## config.mk

```make
export PLATFORM = sky130hd
export DESIGN_NAME = edge_event_arbiter
export DESIGN_NICKNAME = d
export VERILOG_FILES = /design/src/rtl/edge_event_arbiter.sv
export SDC_FILE = /design/constraint.sdc
export NUM_CORES = 1
export LEC_CHECK = 0
export ABC_AREA = 1
export BUFFER_PORTS_ARGS = -buffer_cell sky130_fd_sc_hd__clkbuf_2
export CAP_MARGIN = 20
export CORE_MARGIN = 4
export CORE_UTILIZATION = 50
export CTS_BUF_LIST = sky130_fd_sc_hd__clkbuf_8 sky130_fd_sc_hd__clkbuf_16
export CTS_CLUSTER_SIZE = 28
export DETAILED_ROUTE_END_ITERATION = 7
export GPL_TIMING_DRIVEN = 1
export PLACE_DENSITY_LB_ADDON = 0.05
export SKIP_LAST_GASP = 1
export SYNTH_ARGS = -nofsm -noshare
export SYNTH_HDL_FRONTEND = slang
export SYNTH_SLANG_ARGS = --single-unit
```

## constraint.sdc

```tcl
create_clock -name clk -period 3.15 [get_ports clk]
set_input_delay 0.1575 -clock clk [delete_from_list [all_inputs] [get_ports clk]]
set_output_delay 0.1575 -clock clk [all_outputs]
set_load 0.05 [all_outputs]
```

## src/rtl/edge_event_arbiter.sv

```systemverilog
// Edge-event arbiter: detects per-channel rising/falling edges, queues them as pending bits and
// presents them one at a time, round-robin, on a valid/ready port. Optional: EDGE_ARB_SYNC_EN.
module edge_event_arbiter #(
    parameter int NCH = 4,
    parameter int CW  = 2
) (
    input  logic           clk,
    input  logic           rst,
    input  logic [NCH-1:0] a,
    input  logic [NCH-1:0] en,
    output logic           evt_valid,
    input  logic           evt_ready,
    output logic [CW-1:0]  evt_chan,
    output logic           evt_rise,
    output logic [NCH-1:0] ovf,
    input  logic [NCH-1:0] ovf_clr
);

    logic [NCH-1:0] a_s;
    logic [NCH-1:0] prev_q;
    logic [NCH-1:0] rise_det, fall_det;
    logic [NCH-1:0] rise_pend_q, rise_pend_d;
    logic [NCH-1:0] fall_pend_q, fall_pend_d;
    logic [NCH-1:0] pend_any;
    logic [NCH-1:0] gnt_r_vec, gnt_f_vec;
    logic [NCH-1:0] ovf_q, ovf_d, ovf_set;
    logic [CW-1:0]  ptr_q, ptr_d;
    logic           valid_q, valid_d;
    logic [CW-1:0]  chan_q, chan_d;
    logic           rise_q, rise_d;
    logic           slot_free;
    logic           gnt_found;
    logic [CW-1:0]  gnt_chan;
    logic           gnt_rise;

`ifdef EDGE_ARB_SYNC_EN
    logic [NCH-1:0] sync1_q, sync2_q;

    always_ff @(posedge clk) begin
        if (!rst) begin
            sync1_q <= '0;
            sync2_q <= '0;
        end else begin
            sync1_q <= a;
            sync2_q <= sync1_q;
        end
    end

    assign a_s = sync2_q;
`else
    assign a_s = a;
`endif

    // Channel index visited at search step k, starting from the pointer and wrapping at NCH.
    function automatic logic [CW-1:0] rr_idx(input logic [CW-1:0] p, input int k);
        int s;
        s = int'(p) + k;
        if (s >= NCH) s = s - NCH;
        return CW'(s);
    endfunction

    assign rise_det  = a_s & ~prev_q & en;
    assign fall_det  = ~a_s & prev_q & en;
    assign pend_any  = rise_pend_q | fall_pend_q;
    assign slot_free = ~valid_q | evt_ready;

    always_comb begin
        gnt_found = 1'b0;
        gnt_chan  = '0;
        for (int k = 0; k < NCH; k++) begin
            if (!gnt_found && pend_any[rr_idx(ptr_q, k)]) begin
                gnt_found = 1'b1;
                gnt_chan  = rr_idx(ptr_q, k);
            end
        end
        // Rise is served before fall when both are pending on the granted channel.
        gnt_rise = rise_pend_q[gnt_chan];
    end

    always_comb begin
        gnt_r_vec = '0;
        gnt_f_vec = '0;
        valid_d   = valid_q;
        chan_d    = chan_q;
        rise_d    = rise_q;
        ptr_d     = ptr_q;
        if (slot_free) begin
            valid_d = gnt_found;
            if (gnt_found) begin
                chan_d = gnt_chan;
                rise_d = gnt_rise;
                ptr_d  = (gnt_chan == CW'(NCH - 1)) ? '0 : gnt_chan + 1'b1;
                if (gnt_rise) begin
                    gnt_r_vec[gnt_chan] = 1'b1;
                end else begin
                    gnt_f_vec[gnt_chan] = 1'b1;
                end
            end
        end
    end

    // A new edge on a bit granted this cycle simply re-arms it; otherwise a set bit drops it.
    assign rise_pend_d = (rise_pend_q & ~gnt_r_vec) | rise_det;
    assign fall_pend_d = (fall_pend_q & ~gnt_f_vec) | fall_det;
    assign ovf_set     = (rise_det & rise_pend_q & ~gnt_r_vec) |
                         (fall_det & fall_pend_q & ~gnt_f_vec);
    assign ovf_d       = (ovf_q & ~ovf_clr) | ovf_set;

    always_ff @(posedge clk) begin
        prev_q <= a_s;
        if (!rst) begin
            rise_pend_q <= '0;
            fall_pend_q <= '0;
            ovf_q       <= '0;
            ptr_q       <= '0;
            valid_q     <= 1'b0;
            chan_q      <= '0;
            rise_q      <= 1'b0;
        end else begin
            rise_pend_q <= rise_pend_d;
            fall_pend_q <= fall_pend_d;
            ovf_q       <= ovf_d;
            ptr_q       <= ptr_d;
            valid_q     <= valid_d;
            chan_q      <= chan_d;
            rise_q      <= rise_d;
        end
    end

    assign evt_valid = valid_q;
    assign evt_chan  = chan_q;
    assign evt_rise  = rise_q;
    assign ovf       = ovf_q;

endmodule

```

-- After elaboration in Yosys (flattened, before gate mapping)
Cells that the tools add are included.
- register bits after elaboration: 22
- input bits: 15
- word-level logic and storage cells: 89
- $add $sub $neg: 8
- magnitude comparators: 10
- equal/unequal tests: 1
- multiplexer cells: 31
- bitwise gates (word level): 23
- reduce and logical (&&, ||, !) cells: 8
- operators with widths (kind ; number):
    AND 4 bit ; 11
    2-to-1 mux 4 bit ; 6
    inverter 4 bit ; 5
    bitwise OR 4 bit ; 5
    2-to-1 mux 2 bit ; 9
    less-than comparator 2 x 3 -> 1 bit, second input constant ; 5
    binary-select mux 1 bit (select 2 bit) ; 5
    2-to-1 mux 1 bit ; 10
    >= comparator 3 bit, second input constant ; 3
    subtractor 2 x 1 -> 2 bit, second input constant ; 4
    adder 2 x 2 -> 3 bit, second input constant ; 2
    logical AND 1 bit ; 4
    adder 2 x 1 -> 3 bit, second input constant ; 1
    >= comparator 2 x 3 -> 1 bit, second input constant ; 1
    zero test 1 bit ; 3
    adder 2 x 1 -> 2 bit, second input constant ; 1
    demux 1 bit (select 2 bit) ; 1
    equality test 2 bit, second input constant ; 1
    >= comparator 2 x 1 -> 1 bit, second input constant ; 1
    AND reduction 2 bit ; 1
    inverter 1 bit ; 1
    bitwise OR 1 bit ; 1

-- Logic depth before layout (Yosys ltp)
Gate-level depths: netlist of run 1.
- depth after elaboration: 25
- depth in mapped cells: 19
- depth with buffers taken out: 18

-- Worst setup path after synthesis of run 1
No wires, ideal clock.
- path type: register -> register
- start: register ptr_q[0]
- end: register ovf_q[2] (netlist: ovf[2])
- library setup time: 109 ps
- arrival time: 1757 ps
- setup slack: 1285 ps
- stages on the path, launching flop included: 19
- path buffers: 1
- clock period less this slack: 1865 ps
- path through: dfxtp_1 > buf_6 > inv_6 > nand2_2 > nand3_1 > nand2_2 > inv_2 > nand3_1 > nand2_1 > nand2_1 > o21ai_2 > ha_1 > inv_1 > nor2_1 > nand3_1 > nand2_1 > nand3_1 > nand2_1 > inv_1
- cells in the longest elaborated chain, start to end: 25
- elaborated cells between the ends (all ways): 56
- classes of those cells: 7 x add/sub; 6 x order compare; 30 x mux; 6 x bitwise; 7 x reduce/logical
- RTL lines (what ; RTL line ; RTL):
    from (decl) ; 27 ; logic [CW-1:0] ptr_q, ptr_d;
    from (signal assigned) ; 123 ; ptr_q <= ptr_d;
    parallel branches: the longest is 13 deep, another holds adder 2 x 1 -> 3 bit ; - ;
    2-to-1 mux 2 bit * ; 71 ; if (!gnt_found && pend_any[rr_idx(ptr_q, k)]) begin
    via gnt_chan[1] ; 33 ; logic [CW-1:0] gnt_chan;
    less-than comparator 2 x 3 -> 1 bit (implied by the code) or >= comparator 2 x 1 -> 1 bit (tied branches) ; 94, 96 ;
    logical AND 1 bit (implied by the code) ; 94, 96 ;
    2-to-1 mux 1 bit (implied by the code) ; 94, 96 ;
    demux 1 bit (select 2 bit) ; 94, 96 ;
    2-to-1 mux 4 bit ; 93 ; if (gnt_rise) begin
    2-to-1 mux 4 bit ; 89 ; if (gnt_found) begin
    2-to-1 mux 4 bit ; 87 ; if (slot_free) begin
    inverter 4 bit, on equally long branches ; 105, 106 ;
    AND 4 bit, on equally long branches ; 105, 106 ;
    bitwise OR 4 bit * ; 105 ; assign ovf_set = (rise_det & rise_pend_q & ~gnt_r_vec) |
    bitwise OR 4 bit * ; 107 ; assign ovf_d = (ovf_q & ~ovf_clr) | ovf_set;
    to (signal assigned) ; 122 ; ovf_q <= ovf_d;
    to (decl) ; 26 ; logic [NCH-1:0] ovf_q, ovf_d, ovf_set;
Mark *: on every way through the listed nets, which the timed path passes. The select of a mux whose other input is x is not followed.
A chain may end at the register's enable or synchronous reset.

-- Worst setup path in the final report of run 1
- start: register ptr_q[0]
- end: register ovf_q[3] (netlist: ovf[3])
Same word-level chain as after synthesis.

==> results of run 1 <==
cells in the final DEF, fill, tap and decap left out, drive strengths merged:
master  Yosys  routed
nand2      70      70
nand3      37      37
inv        35      35
nor2       26      26
clkbuf      0      25
dfxtp      22      22
a21oi      13      13
o21ai       5       5
ha          4       4
a21boi      1       1
clkinv      1       1
o211ai      1       1
layout make-up:
type	count	area [µm²]	area share [%]
inverter	36	140	9.02
clock buffer	3	41.3	2.66
timing repair buffer	22	110	7.09
tap	30	37.5	2.42
multi-input combinational	157	785	50.5
sequential	22	440	28.3
where the power goes:
group	switching, mW	internal [mW]	total, mW
clock	0.0873	0.0853	0.173
sequential	0.0426	0.325	0.368
combinational	0.813	0.347	1.16
worst register-to-register path: stages (launching register included):
cell     delay (ns)
dfxtp_1        0.55
nand2_1        0.16
nand3_1        0.17
nand2_2        0.10
inv_2          0.10
nand3_1        0.07
nand2_1        0.12
nand2_1        0.08
o21ai_2        0.13
ha_1           0.21
inv_1          0.04
nor2_1         0.13
nand3_1        0.13
nand2_1        0.08
nand3_1        0.07
nand2_1        0.06
inv_1          0.04
sequential cells by signal, summed over array words and instances (netlist names):
| register | cells |
|---|---|
| fall_pend_q | 4 |
| ovf | 4 |
| prev_q | 4 |
| rise_pend_q | 4 |
| evt_chan | 2 |
| ptr_q | 2 |
| evt_rise | 1 |
| evt_valid | 1 |
metal layers:
metal  up-vias  global-route usage, %  wire length [µm]
li1        722                      -                 -
met1       597                   24.9              1460
met2        37                   31.6              1470
met3         4                   3.40               170
met4         0                   7.43                27
met5         -                      0                 0
through the flow:
| stage | instances | power [mW] | util, % |
|---|---|---|---|
| 2_1_floorplan | 217 | 1.29 | - |
| 3_3_place_gp | 267 | 1.49 | 58.9 |
| 3_5_place_dp | 267 | 1.51 | 58.9 |
| 4_1_cts | 270 | 1.69 | 60.5 |
| 5_1_grt | 270 | 1.86 | 60.5 |
| 6_report | 270 | 1.70 | 60.5 |
worst paths after layout:
kind | startpoint | end | slack [ns] | cells past startpoint
max reg2reg | ptr_q[0] | ovf[3] | 0.83 | 16
max | ptr_q[0] | ovf[3] | 0.83 | 16
min reg2reg | evt_chan[0] | evt_chan[0] | 0.48 | 2
min | a[0] | prev_q[0] | 0.02 | 1
cells by family (layout without fill, tap and decap cells):
| group | count (synthesis) | after routing | share of synthesized area [%] |
|---|---|---|---|
| buf+inv | 38 | 61 | 11.5 |
| fa+ha+maj | 4 | 4 | 3.62 |
| compound gates | 20 | 20 | 8.95 |
| flops | 22 | 22 | 31.8 |
| simple gates | 133 | 133 | 44.1 |
==> impl_results.md, run 1 <==
- DP Wirelength: 2490 µm
- Core area: 0.00257 mm²
- Top-count cell post-synth: nand2_1
- DP Worst Slack: 0.877 ns
- Congestion Overflow GR: 0
- CTS Sinks: 22
- Final period utilization: 73.5%
- I/O Buffers: 22
- Number of diodes: 0
- Drt first pass iters: 4
- Syn nets: 236
- Critical path class: reg2reg
- Setup WS post-layout: 0.834 ns
- Max_cap viols: 0
- IO Count: 23
- Chip height: 60.6 µm
- Worst Path Max Fanout: 9
- Synth top area share: 31.8%
- Routed via count: 1,360
- Detailed-route DRC error count: 0
- Largest net degree at the start of global routing: 12
- Routed Antenna Nets: 0
- Syn avg cell area: 6.38 µm²
- Final setup fails: 0
- Cell family with most CP delay: simple AND/OR/NAND/NOR gates
- Crit path DAT: 2.48 ns
- 1st-iter DRT viols: 95
- Most common library cells after synthesis: nand2_1, inv_1, nand3_1
- Post-Route Setup TNS: 0 ns
- Synth area leaders: dfxtp_1, nand2_1, nand3_1
- Synthesized cell area: 0.00138 mm²
- Clock buffer depth: 2
- Total track usage: 19.2%
- Relative slew slack: 73.4%
- Power per cell area: 1090 mW/mm²
- Clk pin slew, worst setup/hold paths: 0.08 ns
- Buffers plus inverters on the worst setup path: 3
- Worst setup EP type: flop
- Max frequency: 432 MHz
- RePlAce Congestion: 0.886
- Resize count post-CTS: 0
- CTS tree: done
- Fraction of final layout cells sized beyond drive strength 1: 19.2%
- Hold Worst Slack: 0.0223 ns
- Maximum VDD drop: 0.000872 V
- Sequential area share after synthesis: 31.8%
- Worst EP required: 3.31 ns
- Vias per cell: 5.04
- Count of final hold-check violations: 0
- Leak: 0.802 nW
- Synth-to-layout area growth: 12.3%
- Placed inst area: 0.00151 mm²
- Setup Buffers After CTS: 0
- Ys async rst share: 0%
- Final Slew Violations: 0
- H-tree depth: 1
- Final wirelength: 3130 µm
- Clk root buf: clkbuf_8
- Vias in the first global route: 1,295
- CP startpoint kind: flop
- Final non-filler cell area: 0.00155 mm²
- EDFF count, synth: 0
- Total CTS buffers: 3
- Post-Route Skew: 0.00198 ns
- Die width: 60.6 µm
- YS warnings: 0
- Initial antenna violation count: 0
- Max incr delay on CP: 0.55 ns
- Slowest CP cell: dfxtp_1
- Count of different cell masters after synthesis: 21
- Initial Util: 53.9%
- Clk_lat worst skew: 0.26 ns
- Ys flop type: dfxtp_1
- Area leader, netlist: dfxtp_1
- Final nets: 261
- Cell mode on critical path: nand2_1
- Worst hold path type: in2reg
- Status: finished, final reports clean
- #FFs+latches synth: 22
- Num rows: 18
- Fin crit period: 2.32 ns
- Die area: 0.00367 mm²
- Post-Syn Instances: 217
- Post-CTS Hold Buffers: 0
- Cell breakdown of the critical path: nand2_1 > nand3_1 > nand2_2 > inv_2 > nand3_1 > nand2_1 > nand2_1 > o21ai_2 > ha_1 > inv_1 > nor2_1 > nand3_1 > nand2_1 > nand3_1 > nand2_1 > inv_1
- Unrepaired setup endpoints after global routing: no
- DR WL/cell: 11.6 µm
- FILL cells: 285
- First-pass GRT wire length: 5430 µm
- Slew @ Worst Pin: 0.399 ns
(Power assumes the default switching activity.)
==> run 2: changes to the inputs <==
Settings changed: ABC_AREA 1 to 0, CORE_UTILIZATION 50 to 49.
Clock period 3.15 ns to 2 ns, I/O delays scaled along.
==> impl_results.md, run 2 <==
- Synth-to-layout area growth: 28.1%
- Clk pin slew, worst setup/hold paths: 0.08 ns (about the same)
- CP startpoint: rise_pend_q[0]
- Maximum VDD drop: 0.000584 V (-33%)
- 1st-iter DRT viols: 25 (-74%)
- Most common library cells after synthesis: dfxtp_1, nor2_1, inv_1, nand2_1, o21ai_1
- Relative slew slack: 72.6% (-0.76 points)
- FF-to-FF Start: rise_pend_q[0]
- Ys async rst share: 0% (unchanged)
- Final wirelength: 2980 µm (-5.0%)
- Final period utilization: 100% (+27 points)
- Die area: 0.00338 mm² (-8.0%)
- Final setup fails: 1 (+1)
- Setup WS post-layout: -0.00503 ns (-0.839 ns)
- Vias in the first global route: 1,132 (-13%)
- DR WL/cell: 14.4 µm (+24%)
- Unrepaired setup endpoints after global routing: yes
- Clock buffer depth: 2 (unchanged)
- EDFF count, synth: 0 (unchanged)
- Area leader, netlist: dfxtp_1
- Total track usage: 19.0% (-0.22 points)
- Ys flop type: dfxtp_1
- YS warnings: 0 (unchanged)
- DP Wirelength: 2190 µm (-12%)
- H-tree depth: 1 (unchanged)
- Vias per cell: 5.64 (+12%)
- Leak: 0.654 nW (-18%)
- Die width: 58.2 µm (-4.1%)
- Initial antenna violation count: 0 (unchanged)
- Cells on worst reg2reg path: 8 (-8)
- Final Slew Violations: 0 (unchanged)
- I/O Buffers: 22 (unchanged)
- Core area: 0.00230 mm² (-11%)
- Largest net degree at the start of global routing: 18 (+6)
- Routed via count: 1,168 (-14%)
- Top-count cell post-synth: dfxtp_1
- Seq. cell area: 445 µm² (+1.1%)
- Worst EP required: 2.18 ns (-1.13 ns)
- Detailed-route DRC error count: 0 (unchanged)
- RR Endpoint: ovf[1]
- Most common cell after layout, fill and taps aside: clkbuf_2
- Status: finished, violations left
- Worst hold path type: in2reg
- Slew @ Worst Pin: 0.411 ns (+0.0110 ns)
- Crit path DAT: 2.19 ns (-0.29 ns)
- Critical path class: reg2reg
- Fin crit period: 2.01 ns (-0.311 ns)
- Post-layout util: 68.7% (+8.2 points)
- Count of different cell masters after synthesis: 38 (+81%)
- Worst Path Max Fanout: 6 (-3)
- IO Count: 23 (unchanged)
- #FFs+latches synth: 22 (unchanged)
- Failing checks: negative setup slack
- Post-Route Skew: 0.00643 ns (+0.00446 ns)
- Routed Antenna Nets: 0 (unchanged)
- Clk_lat worst skew: 0.26 ns (about the same)
- Drt first pass iters: 4 (unchanged)
- Most frequent cells in the layout: clkbuf_2, dfxtp_1, nor2_1, buf_4
- Placed inst area: 0.00147 mm² (-2.9%)
- Worst setup EP type: flop
- Max_cap viols: 0 (unchanged)
- Syn avg cell area: 8.87 µm² (+39%)
- Area of the multi-input gates: 752 µm² (-4.1%)
- CTS tree: done
- First-pass GRT wire length: 5060 µm (-6.7%)
- Final non-filler cell area: 0.00158 mm² (+1.6%)
- Congestion Overflow GR: 0 (unchanged)
- Crit path to: ovf[1]
- Initial Util: 53.6% (-0.25 points)
- CP startpoint kind: flop
- Synth top area share: 35.7% (+3.9 points)
- R2r setup slk: -0.005 ns (-0.84 ns)
- Post-Syn Instances: 139 (-36%)
- Synthesized cell area: 0.00123 mm² (-11%)
- Hold Crit Start: en[0]
- Num rows: 17 (-1)
- Number of diodes: 0 (unchanged)
- Final nets: 200 (-23%)
- Power per cell area: 904 mW/mm² (-17%)
- Synth area leaders: dfxtp_1, nor2_1, o21a_1
- Clk root buf: clkbuf_8
- CTS Sinks: 22 (unchanged)
- Syn nets: 158 (-33%)
- Chip height: 58.2 µm (-4.1%)
- Fraction of final layout cells sized beyond drive strength 1: 30.2% (+11 points)
- Count of final hold-check violations: 0 (unchanged)
- RePlAce Congestion: 1.02 (+15%)
- Max frequency: 499 MHz (+16%)
- Sequential area share after synthesis: 35.7% (+3.9 points)
- Total CTS buffers: 3 (unchanged)
- FILL cells: 192 (-33%)
## run 2: kinds of logic after synthesis
kind of cell	after synthesis	share of synthesized area, %
flip-flops	22	35.7
AND/OR/NAND/NOR	49	20.8
adder cells (fa/ha/maj)	4	4.06
multiplexers	3	2.44
buffers and inverters	13	4.57
AO/OA/AOI/OAI	48	32.4
## run 2: layer usage
metal | vias to the layer above | track usage (%) | wire length (µm)
met3 | 2 | 3.79 | 193
met5 | - | 0 | 0
met2 | 38 | 32.1 | 1410
met1 | 542 | 24.4 | 1360
li1 | 586 | - | -
met4 | 0 | 5.30 | 16
## run 2: final cells by class
type	instances	area share, %
clock buffers	3	2.61
multi-input cells	104	47.6
flip-flops and latches	22	28.2
inverters	10	2.38
repair buffers	40	17.0
well taps	28	2.22
## run 2: worst min-delay path by stage
stage	end	slack (ns)	cells after the start
3_5_place_dp	prev_q[0]	0.23	1
4_1_cts	ovf[2]	0.12	3
3_3_place_gp	prev_q[0]	0.22	1
5_1_grt	ovf[0]	0.13	3
6_report	fall_pend_q[0]	0.11	3
2_1_floorplan	prev_q[0]	0.13	0
## run 2: worst max-delay path, cell delays in order (launching register included)
cell and delay [ns]:
dfxtp_1 0.38, o21a_1 0.24, buf_4 0.15, o311a_4 0.33, nor2_2 0.18, inv_1 0.09, ha_1 0.23, a31o_1 0.18
a31oi_1 0.17
## run 2: metrics by stage
stage                     hold WS, ns  setup slack [ns]  power, mW  TNS (ns)  cells
after floorplan                 0.128             0.173      0.931         0    139
after global placement          0.225           -0.0200       1.12   -0.0355    199
after detailed placement        0.230           -0.0480       1.13    -0.130    199
after CTS                       0.116           0.00278       1.41         0    206
after global routing            0.131            -0.101       1.51    -0.376    207
final                           0.114          -0.00503       1.43  -0.00503    207
## run 2: power by group
| part | total (mW) | internal, mW | switching [mW] |
|---|---|---|---|
| clock | 0.274 | 0.134 | 0.140 |
| sequential | 0.517 | 0.483 | 0.0340 |
| combinational | 0.636 | 0.283 | 0.353 |
## run 2: repair_timing
| action | CTS | global route |
|---|---|---|
| pin swaps | 0 | 6 |
| hold buffers | 4 | 0 |
| buffers inserted | 0 | 2 |
| endpoints found under the hold margin | 4 | 0 |
| endpoints found under the setup margin | 5 | 9 |
| resized for setup | 3 | 5 |
